--- config.mk ---
export PLATFORM = sky130hd
export DESIGN_NAME = hazard_stall_unit
export DESIGN_NICKNAME = d
export VERILOG_FILES = /design/src/rtl/hazard_stall_unit.sv
export SDC_FILE = /design/constraint.sdc
export NUM_CORES = 1
export LEC_CHECK = 0
export CORE_MARGIN = 5
export CORE_UTILIZATION = 50
export CTS_CLUSTER_DIAMETER = 30
export DETAILED_ROUTE_END_ITERATION = 6
export DONT_BUFFER_PORTS = 1
export PLACE_DENSITY = 0.73
export SLEW_MARGIN = 20
export SYNTH_ARGS = -nofsm -noshare
export SYNTH_HDL_FRONTEND = slang
export SYNTH_SLANG_ARGS = --single-unit
--- constraint.sdc ---
create_clock -name clk -period 2.11 [get_ports clk]
set_clock_uncertainty 0.15 [all_clocks]
set_input_delay 0.211 -clock clk [delete_from_list [all_inputs] [get_ports clk]]
set_output_delay 0.211 -clock clk [all_outputs]
set_load 0.01 [all_outputs]
--- src/rtl/hazard_stall_unit.sv ---
// hazard_stall_unit: decode-stage hazard controller.
// Generates the control-unit bubble (stall), PC / IF-ID write enables and the
// fetch-side flush strobe for load-use hazards, taken-branch flush windows and
// the ecall halt. A saturating counter reports how many cycles were stalled.
// Optional feature macro: HAZARD_ECALL_HALT_EN (ecall in RUN freezes the core
// until reset). Without it ecall is an ordinary no-operand instruction.
// FLUSH_CYCLES must lie in 1..7 (3-bit window counter).

module hazard_stall_unit #(
   parameter int unsigned FLUSH_CYCLES = 2
) (
   input  logic        clk,
   input  logic        rst_n,
   input  logic [31:0] instr,
   input  logic        ifidValid,
   input  logic        branchTaken,
   output logic        stall,
   output logic        pcWrite,
   output logic        ifidWrite,
   output logic        flush,
   output logic        halted,
   output logic [15:0] stallCnt
);

   localparam int unsigned CNT_W  = 3;
   localparam int unsigned REG_W  = 5;
   localparam int unsigned OPC_W  = 7;
   localparam int unsigned SCNT_W = 16;

   localparam logic [OPC_W-1:0] OPC_RTYPE  = 7'b0110011;
   localparam logic [OPC_W-1:0] OPC_LOAD   = 7'b0000011;
   localparam logic [OPC_W-1:0] OPC_ITYPE  = 7'b0010011;
   localparam logic [OPC_W-1:0] OPC_STORE  = 7'b0100011;
   localparam logic [OPC_W-1:0] OPC_BRANCH = 7'b1100011;
`ifdef HAZARD_ECALL_HALT_EN
   localparam logic [OPC_W-1:0] OPC_ECALL  = 7'b1110011;
`endif

   typedef enum logic [1:0] {
      ST_RUN   = 2'd0,
      ST_FLUSH = 2'd1,
      ST_HALT  = 2'd2
   } state_t;

   state_t              r_state;
   logic [CNT_W-1:0]    r_cnt;
   logic [REG_W-1:0]    r_ex_rd;
   logic                r_ex_load;
   logic [SCNT_W-1:0]   r_stall_cnt;

   logic [OPC_W-1:0]    w_opcode;
   logic [REG_W-1:0]    w_rd;
   logic [REG_W-1:0]    w_rs1;
   logic [REG_W-1:0]    w_rs2;
   logic                w_uses_rs1;
   logic                w_uses_rs2;
   logic                w_is_load;
   logic                w_load_use;
   logic                w_issue;
   logic                w_ecall_halt;
   logic                w_unused_bits;

   // Instruction field extraction
   assign w_opcode      = instr[6:0];
   assign w_rd          = instr[11:7];
   assign w_rs1         = instr[19:15];
   assign w_rs2         = instr[24:20];
   assign w_unused_bits = ^{instr[31:25], instr[14:12]};

   // Source-register usage by opcode class
   always_comb begin
      w_uses_rs1 = 1'b0;
      w_uses_rs2 = 1'b0;
      case (w_opcode)
         OPC_RTYPE,
         OPC_STORE,
         OPC_BRANCH: begin
            w_uses_rs1 = 1'b1;
            w_uses_rs2 = 1'b1;
         end
         OPC_LOAD,
         OPC_ITYPE: begin
            w_uses_rs1 = 1'b1;
         end
         default: begin
            w_uses_rs1 = 1'b0;
            w_uses_rs2 = 1'b0;
         end
      endcase
   end

   assign w_is_load = (w_opcode == OPC_LOAD);

   // Load in EX whose destination is read by the instruction in ID
   assign w_load_use = ifidValid & r_ex_load & (r_ex_rd != '0) &
                       ((w_uses_rs1 & (w_rs1 == r_ex_rd)) |
                        (w_uses_rs2 & (w_rs2 == r_ex_rd)));

   // Pipeline control outputs; stall never feeds back into its own inputs
   always_comb begin
      stall        = 1'b0;
      pcWrite      = 1'b1;
      ifidWrite    = 1'b1;
      flush        = 1'b0;
      w_ecall_halt = 1'b0;
      case (r_state)
         ST_HALT: begin
            stall     = 1'b1;
            pcWrite   = 1'b0;
            ifidWrite = 1'b0;
         end
         ST_FLUSH: begin
            stall = 1'b1;
            flush = branchTaken;
         end
         default: begin
            if (branchTaken) begin
               stall = 1'b1;
               flush = 1'b1;
            end else if (w_load_use) begin
               stall     = 1'b1;
               pcWrite   = 1'b0;
               ifidWrite = 1'b0;
            end else begin
`ifdef HAZARD_ECALL_HALT_EN
               w_ecall_halt = ifidValid & (w_opcode == OPC_ECALL);
`else
               w_ecall_halt = 1'b0;
`endif
            end
         end
      endcase
   end

   // Instruction leaving ID this cycle (otherwise a bubble enters EX)
   assign w_issue = ifidValid & ~stall & ~flush;

   // State, flush window, EX-stage load tracking and stall statistics
   always_ff @(posedge clk or negedge rst_n) begin
      if (!rst_n) begin
         r_state     <= ST_RUN;
         r_cnt       <= '0;
         r_ex_rd     <= '0;
         r_ex_load   <= 1'b0;
         r_stall_cnt <= '0;
      end else begin
         r_ex_rd   <= w_issue ? w_rd : '0;
         r_ex_load <= w_issue & w_is_load;
         if (stall && (r_stall_cnt != '1)) begin
            r_stall_cnt <= r_stall_cnt + SCNT_W'(1);
         end
         case (r_state)
            ST_RUN: begin
               if (branchTaken) begin
                  r_state <= ST_FLUSH;
                  r_cnt   <= CNT_W'(FLUSH_CYCLES);
               end else if (w_ecall_halt) begin
                  r_state <= ST_HALT;
               end
            end
            ST_FLUSH: begin
               if (branchTaken) begin
                  r_cnt <= CNT_W'(FLUSH_CYCLES);
               end else if (r_cnt == CNT_W'(1)) begin
                  r_state <= ST_RUN;
                  r_cnt   <= '0;
               end else begin
                  r_cnt <= r_cnt - CNT_W'(1);
               end
            end
            ST_HALT: begin
               r_state <= ST_HALT;
            end
            default: begin
               r_state <= ST_RUN;
               r_cnt   <= '0;
            end
         endcase
      end
   end

   assign stallCnt = r_stall_cnt;

`ifdef HAZARD_ECALL_HALT_EN
   logic r_halted;

   // Halt flag, raised the cycle after ecall issues and held until reset
   always_ff @(posedge clk or negedge rst_n) begin
      if (!rst_n) begin
         r_halted <= 1'b0;
      end else if ((r_state == ST_RUN) && !branchTaken && w_ecall_halt) begin
         r_halted <= 1'b1;
      end
   end

   assign halted = r_halted;
`else
   assign halted = 1'b0;
`endif

endmodule

==> flow_summary.toml, run 1 <==
[run_status]
status = "complete, but fails checks"
violations = "setup timing"

[setup_path]
critPathMaxStageDelay_ns = 0.45
cp.arrival_ns = 1.80
cpMaxStageDelayCell = "dfrtp_1"
critPathCaptureType = "output port"
critPathTopFamily = "flip-flops"
crit_path_start_kind = "flip-flop"
critPathMaxFanout = 2
worstSetupPathType = "reg -> out"
cp_cell_sequence = "buf_4, xnor2_2, nand3_1, o32a_1, nor4_1, a21oi_2"
crit_buf_inv = 1
required_ns = 1.75

[yosys]
synth_largest_area_cell = "dfrtp_1"
syn-num-nets = 197
synth-edff-count = 0
syn_avg_cell_area_um2 = 9.96
synth_ff_type = "dfrtp_1"
yosysMostFrequentCell = "dfrtp_1"
yosysWarnings = 0
syn_inst = 155
synth_cell_type_count = 32
synth_top_cell_area_share_pct = 43.8
synth_seq_cells = 27
async_flop_share_pct = 100
syn-cell-area_mm2 = 0.00154
synth_top_cells_by_count = "dfrtp_1 (27), xor2_1 (14), nand3_1 (11), nor3_1 (10), xnor2_1 (10)"
synth-seq-area-share_pct = 43.8
synthTopCellsByArea = "dfrtp_1 (44%), xor2_1 (7.9%), xnor2_1 (5.7%), ha_1 (4.9%), nand3_1 (3.6%)"

[routing]
via_per_inst = 5.88
drc = 0
num_vias = 1282
drtPass1Iterations = 4
routedWlPerCell_um = 17.7
ant_nets = 0
drt-total-wl_um = 3870
drt_iter0_drc = 61

[sta]
timing.final.crit_share_pct = 103
period_needed_ns = 2.16
rsz0062_at_grt = "true"
hold_viol_final = 0
fmax_mhz = 462
finalSetupViolCount = 6
whs_ns = 0.0145
drv_slew = 0
finalSetupTns_ns = -0.176
fin_ws_ns = -0.0531

[floorplan]
die_h_um = 65.6
fp-row-count = 20
core_area_mm2 = 0.00300
start_util_pct = 51.4
dieArea_mm2 = 0.00430
die_x_um = 65.6
io-pin-count = 57

[cts]
htreeDepth = 1
path_clk_slew_ns = 0.15
cts-root-buf = "clkbuf_4"
cts_max_path_buffers = 2
cts_buffers = 3
cts_tree = "yes"
insertion_delay_ns = 0.32
clock-sinks = 27

[layout]
nNetsFinal = 228
post-route-util_pct = 66.0
area_growth_pct = 28.3
diodes = 0
stdcell_area_mm2 = 0.00198
layoutNonFillerInstCount = 218
drive_above_1_share_pct = 25.4

[placement]
placed_area_mm2 = 0.00168
dpl_worst_slack_ns = -0.102
portBuffers = 0
dp_hpwl_um = 2610
place_congestion = 0.790
place_inst = 200

[pwr]
p_total_mw = 2.00
leakage_nw = 0.886
p_per_area_mw_per_mm2 = 1010
peakVddDrop_v = 0.000807

[job]
drv_cap = 0

[global_routing]
grt_pass1_vias = 1377
grt_max_degree = 28
grt_overflow_total = 0
grt_pass1_wl_um = 6180
antenna_found_initial = 0
gr-usage-all-layers_pct = 18.4

[min_path]
hold_class = "in -> reg"
[worst register-to-register path, stage by stage (launching register included)]
cell and delay (ns):
dfrtp_1 0.45, buf_4 0.16, xnor2_2 0.13, nand3_1 0.09, o32a_1 0.22, o21a_4 0.24
buf_6 0.17, nor4_4 0.29, xor2_1 0.17
[logic make-up (layout without fill, tap and decap cells)]
logic type               after synthesis  in the layout  share of synthesized area, %
AO/OA/AOI/OAI                         15             15                          6.24
XOR/XNOR                              24             24                          13.6
adder cells (fa/ha/maj)                6              6                          4.86
buffers and inverters                 13             43                          4.29
flip-flops                            27             27                          43.8
multiplexers                           3              3                          2.35
other                                  1              1                         0.243
AND/OR/NAND/NOR                       66             66                          24.6
[registers in the layout, summed over array words and instances, names as in the netlist]
register / cells
stallCnt: 16
r_ex_rd: 5
r_cnt: 3
r_state: 2
r_ex_load: 1
[routing by layer]
layer | part of all wire [%] | up-vias | global-route usage [%] | routed length, um
met3 | 5.4 | 8 | 5.30 | 208
met4 | 1.6 | 0 | 5.96 | 61
met5 | 0 | - | 0 | 0
met2 | 54 | 36 | 32.1 | 2100
met1 | 39 | 636 | 21.6 | 1500
li1 | - | 602 | - | -
[path summary, 6_finish.rpt]
check / startpoint / to / slack, ns / cells past startpoint
max: r_ex_rd[4]$_DFF_PN0_ / pcWrite / -0.05 / 6
min: branchTaken / r_state[0]$_DFFE_PN0P_ / 0.01 / 2
max reg2reg: r_ex_rd[4]$_DFF_PN0_ / stallCnt[8]$_DFFE_PN0P_ / -0.02 / 8
min reg2reg: r_cnt[1]$_DFFE_PN0P_ / r_cnt[1]$_DFFE_PN0P_ / 0.37 / 1
max in group asynchronous: rst_n / stallCnt[1]$_DFFE_PN0P_ / 1.49 / 2
min in group asynchronous: rst_n / stallCnt[8]$_DFFE_PN0P_ / 0.16 / 2
[timing repair]
| item | 4_1_cts | 5_1_grt |
|---|---|---|
| setup endpoints to repair | 16 | 19 |
| buffers inserted | 1 | 2 |
| cloned | 0 | 0 |
| endpoints found under the hold margin | 34 | 0 |
| gates resized for setup | 8 | 19 |
| pin swaps | 7 | 8 |
| hold buffers | 11 | 0 |
[final cells by class]
cell class	instances	area (um^2)
timing repair buffer	31	282
multi-input combinational	115	922
sequential	27	677
fill	231	1020
clock buffer	4	26.3
inverter	8	32.5
tap	33	41.3
[cell usage in the layout, fill, tap and decap left out, drive strengths merged, types with 2 or more instances in the layout]
master / n
a21oi: 5
and3: 8
buf: 21
clkbuf: 4
dfrtp: 27
dlygate4sd3: 10
ha: 6
inv: 8
mux2: 2
nand2: 9
nand2b: 3
nand3: 11
nand4: 4
nor2: 9
nor3: 10
nor3b: 3
nor4: 5
o21a: 2
o21ai: 3
o22ai: 2
o32a: 2
xnor2: 10
xor2: 14
[power breakdown]
| part | total [mW] | switching [mW] | leakage (nW) | internal [mW] |
|---|---|---|---|---|
| logic | 0.991 | 0.544 | 0.532 | 0.447 |
| clock network | 0.221 | 0.147 | 0.0150 | 0.0738 |
| registers | 0.792 | 0.123 | 0.339 | 0.669 |
Note: power is estimated with default switching activity, not from simulation.
==> run 2: changes to the inputs <==
- CTS_BUF_LIST: unset -> sky130_fd_sc_hd__clkbuf_4
==> flow_summary.toml, run 2 (synthesis gave the netlist of run 1 again) <==
[run_status]
status = "complete, but fails checks"
violations = "setup timing"

[global_routing]
grt_max_degree = 28
grt_pass1_wl_um = 6060
gr-usage-all-layers_pct = 17.9
grt_pass1_vias = 1349
grt_overflow_total = 0
antenna_found_initial = 0

[placement]
portBuffers = 0
dpl_worst_slack_ns = -0.102
place_inst = 200
dp_hpwl_um = 2610
place_congestion = 0.790
placed_area_mm2 = 0.00168

[pwr]
peakVddDrop_v = 0.000791
leakage_nw = 0.895
p_per_area_mw_per_mm2 = 1020

[floorplan]
die_h_um = 65.6
die_x_um = 65.6
core_area_mm2 = 0.00300
dieArea_mm2 = 0.00430
start_util_pct = 51.4
io-pin-count = 57
fp-row-count = 20

[sta]
rsz0062_at_grt = "true"
timing.final.crit_share_pct = 102
hold_viol_final = 0
finalSetupViolCount = 5
whs_ns = 0.0219
period_needed_ns = 2.15
drv_slew = 0
fmax_mhz = 464
fin_ws_ns = -0.0439

[setup_path]
required_ns = 1.75
critPathMaxFanout = 2
critPathCaptureType = "output port"
cp.arrival_ns = 1.79
worstSetupPathType = "reg -> out"
crit_path_start_kind = "flip-flop"

[cts]
htreeDepth = 1
cts-root-buf = "clkbuf_4"
clock-sinks = 27
insertion_delay_ns = 0.31
cts_buffers = 3
cts_tree = "yes"
cts_max_path_buffers = 2
path_clk_slew_ns = 0.14

[routing]
drtPass1Iterations = 4
routedWlPerCell_um = 17.1
num_vias = 1271
via_per_inst = 5.83
drt_iter0_drc = 51
ant_nets = 0
drc = 0
drt-total-wl_um = 3730

[layout]
drive_above_1_share_pct = 25.4
fillerInstances = 229
final_common_cell = "dfrtp_1"
area_growth_pct = 28.0
stdcell_area_mm2 = 0.00198
largest_reg_flops = 16
layoutNonFillerInstCount = 218
nNetsFinal = 228
diodes = 0
final_cell_mix = "dfrtp_1 (27), buf_4 (17), xor2_1 (14), nand3_1 (11), dlygate4sd3_1 (10)"

[job]
drv_cap = 0

[min_path]
hold_class = "in -> reg"
-- run 2: cell counts in the layout (fill, tap and decap cells not counted) --
Identical to the previous run, type by type.
-- run 2: routing by layer --
layer	share of wire (%)	global-route usage [%]	vias to the layer above
li1	-	-	606
met1	38	21.8	633
met5	0	0	-
met4	0.86	4.15	0
met3	5.3	5.30	4
met2	55	31.1	28
-- run 2: final timing paths --
path                                            from                       end  slack (ns)  cells after the start
worst max-delay path            r_ex_rd[4]$_DFF_PN0_                   pcWrite       -0.04                      6
worst min-delay path                     branchTaken    r_state[0]$_DFFE_PN0P_        0.02                      2
worst max register to register  r_ex_rd[4]$_DFF_PN0_   stallCnt[8]$_DFFE_PN0P_       -0.01                      8
worst min register to register  r_cnt[1]$_DFFE_PN0P_      r_cnt[1]$_DFFE_PN0P_        0.37                      1
max in group asynchronous                      rst_n      r_ex_rd[3]$_DFF_PN0_        1.50                      2
min in group asynchronous                      rst_n  stallCnt[14]$_DFFE_PN0P_        0.16                      2
-- run 2: cell type report --
| cell class | instances | area, um^2 | area share, % |
|---|---|---|---|
| multi-input combinational | 115 | 916 | 46.3 |
| tap | 33 | 41.3 | 2.09 |
| inverter | 8 | 32.5 | 1.65 |
| sequential | 27 | 676 | 34.2 |
| clock buffer | 4 | 30.0 | 1.52 |
| timing repair buffer | 31 | 282 | 14.2 |
-- run 2: power by group --
part           total (mW)  leakage (nW)  internal [mW]  switching (mW)
Combinational       0.986         0.536          0.447           0.539
Sequential          0.792         0.340          0.667           0.125
Clock               0.232        0.0184         0.0866           0.146
-- run 2: worst max-delay path: stages (launching register included) --
cell	delay [ns]
dfrtp_1	0.45
buf_4	0.16
xnor2_2	0.13
nand3_1	0.09
o32a_1	0.22
nor4_1	0.29
a21oi_2	0.14
-- run 2: repair_timing --
| action | CTS | global route |
|---|---|---|
| pin swaps | 7 | 8 |
| hold buffers | 11 | 0 |
| setup buffers | 1 | 2 |
| endpoints found under the hold margin | 34 | 0 |
| gates cloned | 0 | 0 |
| resized for setup | 8 | 17 |
| setup endpoints to repair | 18 | 19 |
-- run 2: per-stage QoR --
stage / TNS, ns / total power, mW / util [%]
after floorplan: 0 / 1.37 / -
after global placement: -0.264 / 1.60 / 55.8
after detailed placement: -0.586 / 1.65 / 55.8
after CTS: -0.0525 / 1.95 / 62.1
after global routing: -0.767 / 2.16 / 65.8
final: -0.142 / 2.01 / 65.8
